`src/rtl/itrx_aib_phy_rx_word_align.sv`:
```
// RX word aligner: packs DDR bit pairs from the bump capture buffer into
// WORD_W-bit words, hunts a bit-granular offset against a fixed marker field,
// and presents aligned words to the adapter RX datapath once locked.
//
// Output handshake: rx_word_vld is a push-only strobe with no ready. Each
// 1-cycle pulse carries one aligned word on rx_word; rx_mrk_err marks a locked
// word whose marker failed. The word that causes the unlock raises rx_mrk_err
// alone: rx_lock is already low in that cycle, so no word is delivered with it.
module itrx_aib_phy_rx_word_align #(
  parameter int                WORD_W     = 20,
  parameter logic [WORD_W-1:0] MRK_MSK    = 20'hC0000,
  parameter logic [WORD_W-1:0] MRK_VAL    = 20'h80000,
  parameter int                LOCK_CNT   = 4,
  parameter int                UNLOCK_CNT = 3,
  localparam int               OFS_W      = $clog2(WORD_W)
) (
  input  logic              inclk,
  input  logic              rxd_irstb,
  input  logic              rx_align_en,
  input  logic              ubump_rx_0ql,
  input  logic              ubump_rx_1q,
  output logic [WORD_W-1:0] rx_word,
  output logic              rx_word_vld,
  output logic              rx_lock,
  output logic              rx_mrk_err,
  output logic [OFS_W-1:0]  rx_offset
);

  localparam int PAIRS = WORD_W / 2;
  localparam int PC_W  = (PAIRS > 1) ? $clog2(PAIRS) : 1;

  localparam logic [1:0] ST_HUNT   = 2'd0;
  localparam logic [1:0] ST_VERIFY = 2'd1;
  localparam logic [1:0] ST_LOCKED = 2'd2;

  // Two words of history so any offset 0..WORD_W-1 can be read whole.
  logic [2*WORD_W-1:0] sr;
  logic [PC_W-1:0]     pc;
  logic                ws;
  logic [WORD_W-1:0]   cw;
  logic                match;

  logic [1:0]          state;
  logic [1:0]          state_nxt;
  logic [3:0]          mcnt;
  logic [3:0]          mcnt_nxt;
  logic [3:0]          mcnt_inc;
  logic [3:0]          xcnt;
  logic [3:0]          xcnt_nxt;
  logic [3:0]          xcnt_inc;
  logic [OFS_W-1:0]    ofs_nxt;
  logic [OFS_W-1:0]    ofs_inc;
  logic [WORD_W-1:0]   word_nxt;
  logic                vld_nxt;
  logic                err_nxt;

  assign ws       = (pc == PC_W'(PAIRS - 1));
  assign cw       = sr[rx_offset +: WORD_W];
  assign match    = ((cw & MRK_MSK) == MRK_VAL);
  assign mcnt_inc = mcnt + 4'd1;
  assign xcnt_inc = xcnt + 4'd1;
  assign ofs_inc  = (rx_offset == OFS_W'(WORD_W - 1)) ? '0 : rx_offset + OFS_W'(1);
  assign rx_lock  = (state == ST_LOCKED);

  // Shift in one DDR pair per clock (newest at the MSB end) and count pairs per word.
  always_ff @(posedge inclk or negedge rxd_irstb) begin
    if (!rxd_irstb) begin
      sr <= '0;
      pc <= '0;
    end else begin
      sr <= {ubump_rx_1q, ubump_rx_0ql, sr[2*WORD_W-1:2]};
      pc <= ws ? '0 : pc + PC_W'(1);
    end
  end

  // Alignment decisions, taken once per word strobe; disable forces a clean HUNT.
  always_comb begin
    state_nxt = state;
    mcnt_nxt  = mcnt;
    xcnt_nxt  = xcnt;
    ofs_nxt   = rx_offset;
    word_nxt  = rx_word;
    vld_nxt   = 1'b0;
    err_nxt   = 1'b0;
    if (!rx_align_en) begin
      state_nxt = ST_HUNT;
      mcnt_nxt  = '0;
      xcnt_nxt  = '0;
      ofs_nxt   = '0;
    end else if (ws) begin
      case (state)
        ST_HUNT: begin
          if (match) begin
            if (LOCK_CNT == 1) begin
              state_nxt = ST_LOCKED;
              mcnt_nxt  = '0;
              xcnt_nxt  = '0;
              word_nxt  = cw;
              vld_nxt   = 1'b1;
            end else begin
              state_nxt = ST_VERIFY;
              mcnt_nxt  = 4'd1;
            end
          end else begin
            ofs_nxt = ofs_inc;
          end
        end
        ST_VERIFY: begin
          if (match) begin
            mcnt_nxt = mcnt_inc;
            if (mcnt_inc == 4'(LOCK_CNT)) begin
              state_nxt = ST_LOCKED;
              mcnt_nxt  = '0;
              xcnt_nxt  = '0;
              word_nxt  = cw;
              vld_nxt   = 1'b1;
            end
          end else begin
            state_nxt = ST_HUNT;
            mcnt_nxt  = '0;
            ofs_nxt   = ofs_inc;
          end
        end
        ST_LOCKED: begin
          if (match) begin
            xcnt_nxt = '0;
            word_nxt = cw;
            vld_nxt  = 1'b1;
          end else begin
            err_nxt = 1'b1;
            if (xcnt_inc == 4'(UNLOCK_CNT)) begin
              state_nxt = ST_HUNT;
              xcnt_nxt  = '0;
              mcnt_nxt  = '0;
              ofs_nxt   = ofs_inc;
            end else begin
              xcnt_nxt = xcnt_inc;
              word_nxt = cw;
              vld_nxt  = 1'b1;
            end
          end
        end
        default: begin
          state_nxt = ST_HUNT;
          mcnt_nxt  = '0;
          xcnt_nxt  = '0;
        end
      endcase
    end
    // The word output only carries data while locked.
    if (state_nxt != ST_LOCKED) begin
      word_nxt = '0;
    end
  end

  // Register FSM, counters, offset and the word outputs.
  always_ff @(posedge inclk or negedge rxd_irstb) begin
    if (!rxd_irstb) begin
      state       <= ST_HUNT;
      mcnt        <= '0;
      xcnt        <= '0;
      rx_offset   <= '0;
      rx_word     <= '0;
      rx_word_vld <= 1'b0;
      rx_mrk_err  <= 1'b0;
    end else begin
      state       <= state_nxt;
      mcnt        <= mcnt_nxt;
      xcnt        <= xcnt_nxt;
      rx_offset   <= ofs_nxt;
      rx_word     <= word_nxt;
      rx_word_vld <= vld_nxt;
      rx_mrk_err  <= err_nxt;
    end
  end

endmodule
```
`config.mk`:
```
export PLATFORM = sky130hd
export DESIGN_NAME = itrx_aib_phy_rx_word_align
export DESIGN_NICKNAME = d
export VERILOG_FILES = /design/src/rtl/itrx_aib_phy_rx_word_align.sv
export SDC_FILE = /design/constraint.sdc
export NUM_CORES = 1
export LEC_CHECK = 0
export BUFFER_PORTS_ARGS = -buffer_cell sky130_fd_sc_hd__buf_2
export CORE_MARGIN = 2
export CORE_UTILIZATION = 34
export DETAILED_ROUTE_END_ITERATION = 12
export MAX_ROUTING_LAYER = met4
export SETUP_SLACK_MARGIN = 0.15
export SYNTH_ARGS = -nofsm -noshare
export SYNTH_HDL_FRONTEND = slang
export SYNTH_SLANG_ARGS = --single-unit
```
`constraint.sdc`:
```
create_clock -name inclk -period 3.85 [get_ports inclk]
set_input_delay 0.1925 -clock inclk [delete_from_list [all_inputs] [get_ports inclk]]
set_output_delay 0.1925 -clock inclk [all_outputs]
set_load 0.01 [all_outputs]
```
==> summary.md, run 1 <==
| Metric | Value |
|---|---|
| Final hold vios | `0` |
| Clock skew | `roughly 10 ps` |
| Pwr dens | `about 380 mW/mm2` |
| Startpoint Class | `flop` |
| Avg Cell Area, Syn | `around 11 um2` |
| Nets | `approximately 520` |
| Sequential area share after synthesis | `approximately 38%` |
| Post-CTS Resized | `0` |
| Count of final setup violators | `0` |
| Syn Std Cell Area | `between 0.005 and 0.006 mm2` |
| Final instance area | `0.00606 mm2` |
| WL met2 | `6460 um` |
| WL/cell | `approximately 18 um` |
| Initial drt markers | `between 200 and 250` |
| CP max stage delay | `530 ps` |
| Vias per inst | `roughly 5.6` |
| Pleak | `0.00238 uW` |
| Initial antenna violation count | `0` |
| Die Y | `about 130 um` |
| Outcome | `finished, final reports clean` |
| RSZ-0062 raised after global routing | `false` |
| DR WL met3 | `between 500 and 600 um` |
| DP HPWL | `a little under 10000 um` |
| # hold bufs at CTS | `2` |
| Clk slew on worst S/H paths | `around 60 ps` |
| Drt pass-1 iters | `5` |
| Routability Congestion | `0.900` |
| DRT Wirelength | `13200 um` |
| Cell count after synthesis | `around 490` |
| Worst vdd ir | `0.248 mV` |
| Area contributors post-synth | `dfrtp_1 38%, mux4_2 15%, mux2i_1 7.1%` |
| Port buffer count | `32` |
| Pins Over Slew Limit | `0` |
| Clk sinks | `81` |
| # diodes | `0` |
| CP arrival | `3580 ps` |
| Slowest cell on the critical path | `dfrtp_2` |
| CTS buffer count | `9` |
| Layout cells sized above 1 | `between 20% and 30%` |
| Register bit total from synthesis | `81` |
| Critical path class | `reg -> reg` |
| Buffers and inverters on the worst path | `1` |
| Area Overhead vs Synth | `12.3%` |
| Clock buffer depth | `2` |
| Syn_nets | `between 500 and 600` |
| Top delay family on crit path | `compound AO/OA/AOI/OAI gates` |
| Post-route antenna net violation count | `0` |
| Starting Density | `roughly a third` |
| CP required | `between 4000 and 5000 ps` |
| Crit path cell chain | `buf_4 > mux2i_1 > nor2_1 > o311ai_1 > o211ai_2 > o21a_2 > or3b_2 > a211oi_1` |
| Netlist cell types | `66` |
| Postcts setup bufs | `0` |
| CTS tree | `yes` |
| Period utilisation layout | `about 86%` |
| Syn. warnings | `0` |
| Slew @ Worst Pin | `1030 ps` |
| Main synth FF type | `dfrtp_1` |
| Core region area | `approximately 0.016 mm2` |
| First-pass GRT wire length | `approximately 21000 um` |
| Skew-Pair Late Insertion Delay | `between 300 and 400 ps` |
| Rel. slew slack | `31.6%` |
| Critical path endpoint category | `flop` |
| Met1 WL | `a little under 6000 um` |
| Post-synth top area cell | `dfrtp_1` |
| Die area | `roughly 0.017 mm2` |
| Post-synth EDFFs | `0` |
| Placed cell area | `about 0.0057 mm2` |
| Ports | `33` |
| Setup TNS | `0 ps` |
| Tot GR Track Use | `16.9%` |
| H-tree levels | `3` |
| Via count | `4064` |
| Chip width | `130 um` |
| Top routing layer in use | `met4` |
| Global route overflow | `0` |
| CP max FO | `24` |
| Max Clk Rate | `0.301 GHz` |
| Drt drc | `0` |
| Vias in the first global route | `between 3k and 4k` |
| Largest net degree at the start of global routing | `82` |
| Worst hold path type | `in -> async` |
| Fin crit period | `approximately 3300 ps` |
| Yosys top cell area share | `a little under two fifths` |
| Max cap viols | `0` |
| Root Buffer | `clkbuf_16` |
| Row count | `46` |
| Final Core Density | `between 30% and 40%` |
| Async SR Flop Fraction | `100%` |
==> area by class of cell <==
cell class | instances | area [um2]
Multi-Input combinational cell | 349 | 3110
Clock inverter | 3 | 40.0
Clock buffer | 13 | 250
Fill cell | 1537 | 9660
Timing Repair Buffer | 50 | 303
Tap cell | 216 | 270
Inverter | 14 | 52.6
Sequential cell | 81 | 2030
==> flip-flops by register name, summed over array words and instances, names as in the netlist <==
signal,count
rx_offset,5
mcnt,4
sr,40
xcnt,4
state,2
rx_word_vld,1
rx_mrk_err,1
rx_word,20
pc,4
==> cell usage after synthesis (all sizes together) (5+ instances only) <==
master	count
mux4	37
mux2i	38
inv	14
nor4	5
ha	9
o21ai	21
buf	21
clkbuf	23
a2111oi	11
a21oi	28
a211oi	16
nor3	23
mux2	21
nor2	27
dfrtp	81
nor2b	5
nand2b	7
nand2	21
nand3	11
==> layer usage <==
metal | vias to the layer above | GRT usage [%]
li1 | 1902 | -
met3 | 22 | 4.31
met5 | - | -
met2 | 90 | 25.7
met1 | 2050 | 22.1
met4 | 0 | 5.38
==> kinds of logic (layout without fill, tap and decap cells) <==
group / count (synthesis) / count (layout) / synth area share [%]
simple gates: 125 / 125 / 12.2
compound gates: 116 / 116 / 15.8
mux: 96 / 96 / 26.9
flops: 81 / 81 / 37.6
buf+inv: 58 / 80 / 4.92
fa+ha+maj: 9 / 9 / 2.09
xor+xnor: 3 / 3 / 0.487
==> cell usage in the layout, fill, tap and decap left out, types with 14 or more instances in the layout <==
cell type	n
nor3_1	23
inv_1	14
a211oi_1	16
mux4_2	37
mux2_2	21
a21oi_1	28
nand2_1	21
buf_4	17
mux2i_1	38
nor2_1	27
o21ai_0	19
buf_2	31
dfrtp_1	78
==> power breakdown <==
part           switching [uW]  internal, uW
Sequential               47.6           877
Combinational             269           237
Clock                     329           518
==> worst paths after layout <==
| path | start | endpoint | slack (ps) | depth (start not counted) |
|---|---|---|---|---|
| min in group inclk | rx_align_en | rx_word_vld$_DFF_PN0_ | 190 | 3 |
| min reg2reg | sr[2]$_DFF_PN0_ | sr[0]$_DFF_PN0_ | 410 | 0 |
| min | rxd_irstb | sr[7]$_DFF_PN0_ | 20 | 1 |
| max in group asynchronous | rxd_irstb | rx_offset[2]$_DFFE_PN0P_ | 3120 | 1 |
| max | rx_offset[1]$_DFFE_PN0P_ | rx_word[12]$_DFFE_PN0P_ | 530 | 8 |
| max reg2reg | rx_offset[1]$_DFFE_PN0P_ | rx_word[12]$_DFFE_PN0P_ | 530 | 8 |
==> per-stage QoR <==
step                hold slack, ps  total power (uW)  worst slack (ps)  instances
finish                        22.2              2280               527        726
global route                   120              2400               250        726
CTS                           69.8              2300               532        726
detailed placement             303              1440               544        708
floorplan                     -103              1300               893        488
global placement               303              1430               702        708
(Power assumes the default switching activity.)
==> inputs of run 2 (changes only) <==
- CORE_UTILIZATION: 34 -> 25
- SLEW_MARGIN: not set -> 25
==> run 2 against run 1 <==
Compared with the run above:
- register-to-register slack got worse by 120 ps
- sequential power about the same
- combinational power about the same
- clock power fell by 7.3%
- core utilization down 9.5 points
- sequential share of layout area down 0.39 points
- first-iteration DRC count increased by 61%
- largest cell class unchanged
==> summary.md, run 2 (synthesized netlist as in run 1, its figures left out) <==
| Metric | Value |
|---|---|
| Outcome | `finished, final reports clean` |
| Pleak | `0.00238 uW (-0.12%)` |
| Postcts setup bufs | `0 (unchanged)` |
| Pwr dens | `361 mW/mm2 (-3.9%)` |
| Period utilisation layout | `89.4% (+3.1 points)` |
| DP HPWL | `9480 um (-2.2%)` |
| CP max FO | `24 (unchanged)` |
| Multi-input logic area | `0.00312 mm2 (+0.36%)` |
| Sequential cell area | `0.00203 mm2 (unchanged)` |
| Port buffer count | `32 (unchanged)` |
| Largest register FFs | `40 (unchanged)` |
| Starting Density | `25.6% (-8.8 points)` |
| Drt drc | `0 (unchanged)` |
| Row count | `53 (+15%)` |
| Max Clk Rate | `0.290 GHz (-3.5%)` |
| Rel. slew slack | `55.2% (+24 points)` |
| Register with the most flip-flops | `sr` |
| Via count | `4017 (-1.2%)` |
| Nets | `520 (+0.19%)` |
| Critical path class | `reg -> reg` |
| Pins Over Slew Limit | `0 (unchanged)` |
| Initial drt markers | `389 (+61%)` |
| Slew @ Worst Pin | `668 ps (-358 ps)` |
| Min-Delay Path Depth | `3` |
| Global route overflow | `0 (unchanged)` |
| Fin crit period | `3440 ps (+120 ps)` |
| Vias in the first global route | `3878 (-0.87%)` |
| Final instance area | `0.00613 mm2 (+1.2%)` |
| Clock buffer depth | `2 (unchanged)` |
| Vias per inst | `5.11 (-8.7%)` |
| # hold bufs at CTS | `3 (+1)` |
| CTS tree | `yes` |
| Core region area | `0.0211 mm2 (+34%)` |
| CTS buffer count | `9 (unchanged)` |
| Tot GR Track Use | `12.4% (-4.5 points)` |
| Initial antenna violation count | `0 (unchanged)` |
| Worst hold margin | `213 ps (+191 ps)` |
| Root Buffer | `clkbuf_16` |
| Most frequent cells in the layout | `78 x dfrtp_1, 38 x mux2i_1, 37 x mux4_2` |
| Max cap viols | `0 (unchanged)` |
| CP required | `4090 ps (-20 ps)` |
| WL/cell | `16.7 um (-7.7%)` |
| CP arrival | `3690 ps (+110 ps)` |
| H-tree levels | `3 (unchanged)` |
| Biggest regs | `sr (40), rx_word (20), rx_offset (5)` |
| Worst vdd ir | `0.192 mV (-23%)` |
| Setup TNS | `0 ps (unchanged)` |
| Commonest non-fill, non-tap cell in the layout | `dfrtp_1` |
| Die Y | `151 um (+16%)` |
| Largest net degree at the start of global routing | `49 (-40%)` |
| Startpoint Class | `flop` |
| Critical path endpoint category | `flop` |
| Final hold vios | `0 (unchanged)` |
| Ports | `33 (unchanged)` |
| Count of final setup violators | `0 (unchanged)` |
| Post-route antenna net violation count | `0 (unchanged)` |
| Place WS | `476 ps (-68.1 ps)` |
| Skew-Pair Late Insertion Delay | `350 ps (about the same)` |
| # diodes | `0 (unchanged)` |
| Clk slew on worst S/H paths | `60 ps (about the same)` |
| RSZ-0062 raised after global routing | `false` |
| Pwr Total | `2220 uW (-2.7%)` |
| Fillers | `2171 (+41%)` |
| Routability Congestion | `0.914 (+1.6%)` |
| Placed cell area | `0.00583 mm2 (+1.5%)` |
| Chip width | `151 um (+16%)` |
| Worst hold path type | `in -> reg` |
| Drt pass-1 iters | `5 (unchanged)` |
| Area Overhead vs Synth | `13.6%` |
| R2r worst-path depth | `8 (unchanged)` |
| Clk sinks | `81 (unchanged)` |
| Post-CTS Resized | `0 (unchanged)` |
| First-pass GRT wire length | `21400 um (+0.39%)` |
| DRT Wirelength | `13200 um (about the same)` |
| Clock skew | `7.95 ps (-2.29 ps)` |
| Layout cells sized above 1 | `29.0% (+0.14 points)` |
| Die area | `0.0228 mm2 (+35%)` |
| Final WS setup | `407 ps (-120 ps)` |
## run 2: worst paths after layout
check                                          from                  endpoint  slack [ps]
setup / recovery           rx_offset[1]$_DFFE_PN0P_   rx_word[15]$_DFFE_PN0P_         410
setup reg to reg           rx_offset[1]$_DFFE_PN0P_   rx_word[15]$_DFFE_PN0P_         410
hold / removal                          rx_align_en     rx_word_vld$_DFF_PN0_         210
min in group asynchronous                 rxd_irstb          sr[37]$_DFF_PN0_         400
max in group asynchronous                 rxd_irstb  rx_offset[1]$_DFFE_PN0P_        2590
hold reg to reg                    sr[37]$_DFF_PN0_          sr[35]$_DFF_PN0_         410
## run 2: metrics by stage
step                      cells  utilization, %
after floorplan             488               -
after global placement      767            27.7
after detailed placement    767            27.7
after CTS                   786            29.1
after global routing        786            29.1
final                       786            29.1
## run 2: area by class of cell
type | count | share of cell area, %
timing repair buffer | 51 | 5.10
tap | 275 | 5.61
clock inverter | 4 | 0.327
sequential | 81 | 33.1
clock buffer | 12 | 4.02
inverter | 14 | 0.857
multi-input combinational | 349 | 50.9
## run 2: critical path, cell delays in order (launching register included)
cell	delay [ps]
dfrtp_2	630
buf_4	270
mux2i_1	330
nor2_1	100
o311ai_1	430
o211ai_2	330
o21a_2	450
or3b_2	500
a211oi_1	270
## run 2: layer usage
layer	share of wire [%]	GRT usage (%)	vias to the layer above
li1	-	-	1910
met1	49	17.5	2005
met2	46	17.7	83
met3	4.1	2.62	19
met4	1.8	4.02	0
met5	0	-	-
## run 2: power breakdown
group	switching [uW]	leakage, uW	internal (uW)
Sequential	47.9	0.00102	876
Clock	335	0.000136	450
Combinational	268	0.00122	237
==> inputs of run 3 (changes only) <==
- CELL_PAD_IN_SITES_DETAIL_PLACEMENT: not set -> 1
- CELL_PAD_IN_SITES_GLOBAL_PLACEMENT: not set -> 1
- PLACE_DENSITY_LB_ADDON: not set -> 0.1
==> run 3 against run 2 <==
Compared with the run above:
- core utilization is 0.22 points higher
- fmax is 0.74% higher
- largest power group is now the clock network
- global-route usage is 3.2 points higher
- routed wire length is 24% higher
- power is 8.4% higher
- combinational power is 3% higher
- critical path depth is 1 lower
- non-clock buffer count is 2 lower
- largest cell class unchanged
- cell count is 0.25% lower
==> summary.md, run 3 (synthesized netlist as in run 1, its figures left out) <==
| Metric | Value |
|---|---|
| Rel. slew slack | `49.0% (-6.2 points)` |
| Root Buffer | `clkbuf_16` |
| Critical path class | `reg -> reg` |
| CP arrival | `3650 ps (-40 ps)` |
| Skew-Pair Late Insertion Delay | `350 ps (about the same)` |
| Worst vdd ir | `0.234 mV (+22%)` |
| Final Core Density | `29.3% (+0.22 points)` |
| Pwr dens | `389 mW/mm2 (+7.6%)` |
| Global route overflow | `0 (unchanged)` |
| Count of final setup violators | `0 (unchanged)` |
| Largest register FFs | `40 (unchanged)` |
| RSZ-0062 raised after global routing | `false` |
| Outcome | `finished, final reports clean` |
| Clock buffer depth | `2 (unchanged)` |
| CP max FO | `24 (unchanged)` |
| H-tree levels | `3 (unchanged)` |
| Largest net degree at the start of global routing | `82 (+67%)` |
| Area Overhead vs Synth | `14.4%` |
| Vias in the first global route | `4364 (+13%)` |
| Nets | `518 (-0.38%)` |
| Fin crit period | `3420 ps (-25.4 ps)` |
| Row count | `53 (unchanged)` |
| Clk slew on worst S/H paths | `70 ps (about the same)` |
| Startpoint Class | `flop` |
| Die area | `0.0228 mm2 (unchanged)` |
| Initial antenna violation count | `0 (unchanged)` |
| Setup TNS | `0 ps (unchanged)` |
| CTS tree | `yes` |
| Core region area | `0.0211 mm2 (unchanged)` |
| Drt drc | `0 (unchanged)` |
| Max Clk Rate | `0.293 GHz (+0.74%)` |
| Max cap viols | `0 (unchanged)` |
| Final hold vios | `0 (unchanged)` |
| Clock skew | `8.42 ps (+0.477 ps)` |
| Slew @ Worst Pin | `765 ps (+96.9 ps)` |
| Routability Congestion | `0.839 (-8.1%)` |
| Post-route insts no fill | `784 (-0.25%)` |
| Pins Over Slew Limit | `0 (unchanged)` |
| Most frequent cells in the layout | `78 x dfrtp_1, 38 x mux2i_1, 37 x mux4_2` |
| Placed cells | `765 (-0.26%)` |
| WL/cell | `20.8 um (+24%)` |
| Layout cells sized above 1 | `28.9% (-0.083 points)` |
| Register with the most flip-flops | `sr` |
| Starting Density | `25.6% (unchanged)` |
| Die Y | `151 um (unchanged)` |
| Worst hold path type | `in -> reg` |
| Drt pass-1 iters | `6 (+1)` |
| DP HPWL | `11900 um (+25%)` |
| First-pass GRT wire length | `26300 um (+23%)` |
| Commonest non-fill, non-tap cell in the layout | `dfrtp_1` |
| Initial drt markers | `205 (-47%)` |
| Biggest regs | `sr (40), rx_word (20), rx_offset (5)` |
| Port buffer count | `32 (unchanged)` |
| CTS buffer count | `9 (unchanged)` |
| Vias per inst | `5.13 (+0.43%)` |
| CP required | `4080 ps (about the same)` |
| Critical path endpoint category | `flop` |
| Post-route antenna net violation count | `0 (unchanged)` |
| Pleak | `0.00239 uW (+0.60%)` |
| # diodes | `0 (unchanged)` |
| Tot GR Track Use | `15.6% (+3.2 points)` |
| Period utilisation layout | `88.8% (-0.66 points)` |
| Clk sinks | `81 (unchanged)` |
| Chip width | `151 um (unchanged)` |
| Via count | `4024 (+0.17%)` |
| Ports | `33 (unchanged)` |
| DRT Wirelength | `16300 um (+24%)` |
==> run 3: layer usage <==
layer | global-route usage (%) | wire (um) | vias up | share of wire, %
met1 | 20.8 | 7950 | 2087 | 49
met5 | - | 0 | - | 0
li1 | - | - | 1896 | -
met3 | 2.56 | 317 | 10 | 1.9
met4 | 3.64 | 169 | 0 | 1.0
met2 | 24.9 | 7850 | 31 | 48
==> run 3: through the flow <==
step                      total power, uW  hold WS [ps]  setup WS, ps  instance area, um2
final                                2400           222           432                6170
after global routing                 2530           226           256                6170
after CTS                            2450           197           325                6170
after detailed placement             1470           303           340                5820
after global placement               1470           303           433                5820
after floorplan                      1300          -103           893                5400
==> run 3: what timing repair did <==
action / in CTS / in global routing
buffers inserted: 0 / 0
hold buffers: 3 / 0
resized for setup: 0 / 1
setup endpoints to repair: 0 / 5
hold endpoints to repair: 83 / 0
==> run 3: worst paths after layout <==
check                                      endpoint  depth (start not counted)  slack, ps                     start
max in group asynchronous  rx_offset[1]$_DFFE_PN0P_                          2       2800                 rxd_irstb
min reg2reg                        sr[34]$_DFF_PN0_                          0        410          sr[36]$_DFF_PN0_
max                          rx_word[0]$_DFFE_PN0P_                          7        430  rx_offset[1]$_DFFE_PN0P_
min in group asynchronous           sr[2]$_DFF_PN0_                          2        470                 rxd_irstb
max reg2reg                  rx_word[0]$_DFFE_PN0P_                          7        430  rx_offset[1]$_DFFE_PN0P_
min                           rx_word_vld$_DFF_PN0_                          3        220               rx_align_en
==> run 3: critical path, stage by stage (launching register included) <==
cell and delay, ps:
dfrtp_4 610, mux4_2 550, mux2_2 310, or4_4 530, o211ai_2 280, o21a_2 530
nor3_1 120, a2111oi_2 360
==> run 3: final cells by class <==
type | count | area (um2)
fillers | 2372 | 14900
multi-input cells | 349 | 3120
flip-flops and latches | 81 | 2030
well taps | 275 | 344
repair buffers | 49 | 302
clock buffers | 11 | 243
clock inverters | 5 | 78.8
inverters | 14 | 52.6
==> run 3: power breakdown <==
| part | switching, uW | internal, uW | total [uW] |
|---|---|---|---|
| sequential | 55.1 | 877 | 932 |
| combinational | 284 | 237 | 521 |
| clock | 363 | 585 | 948 |
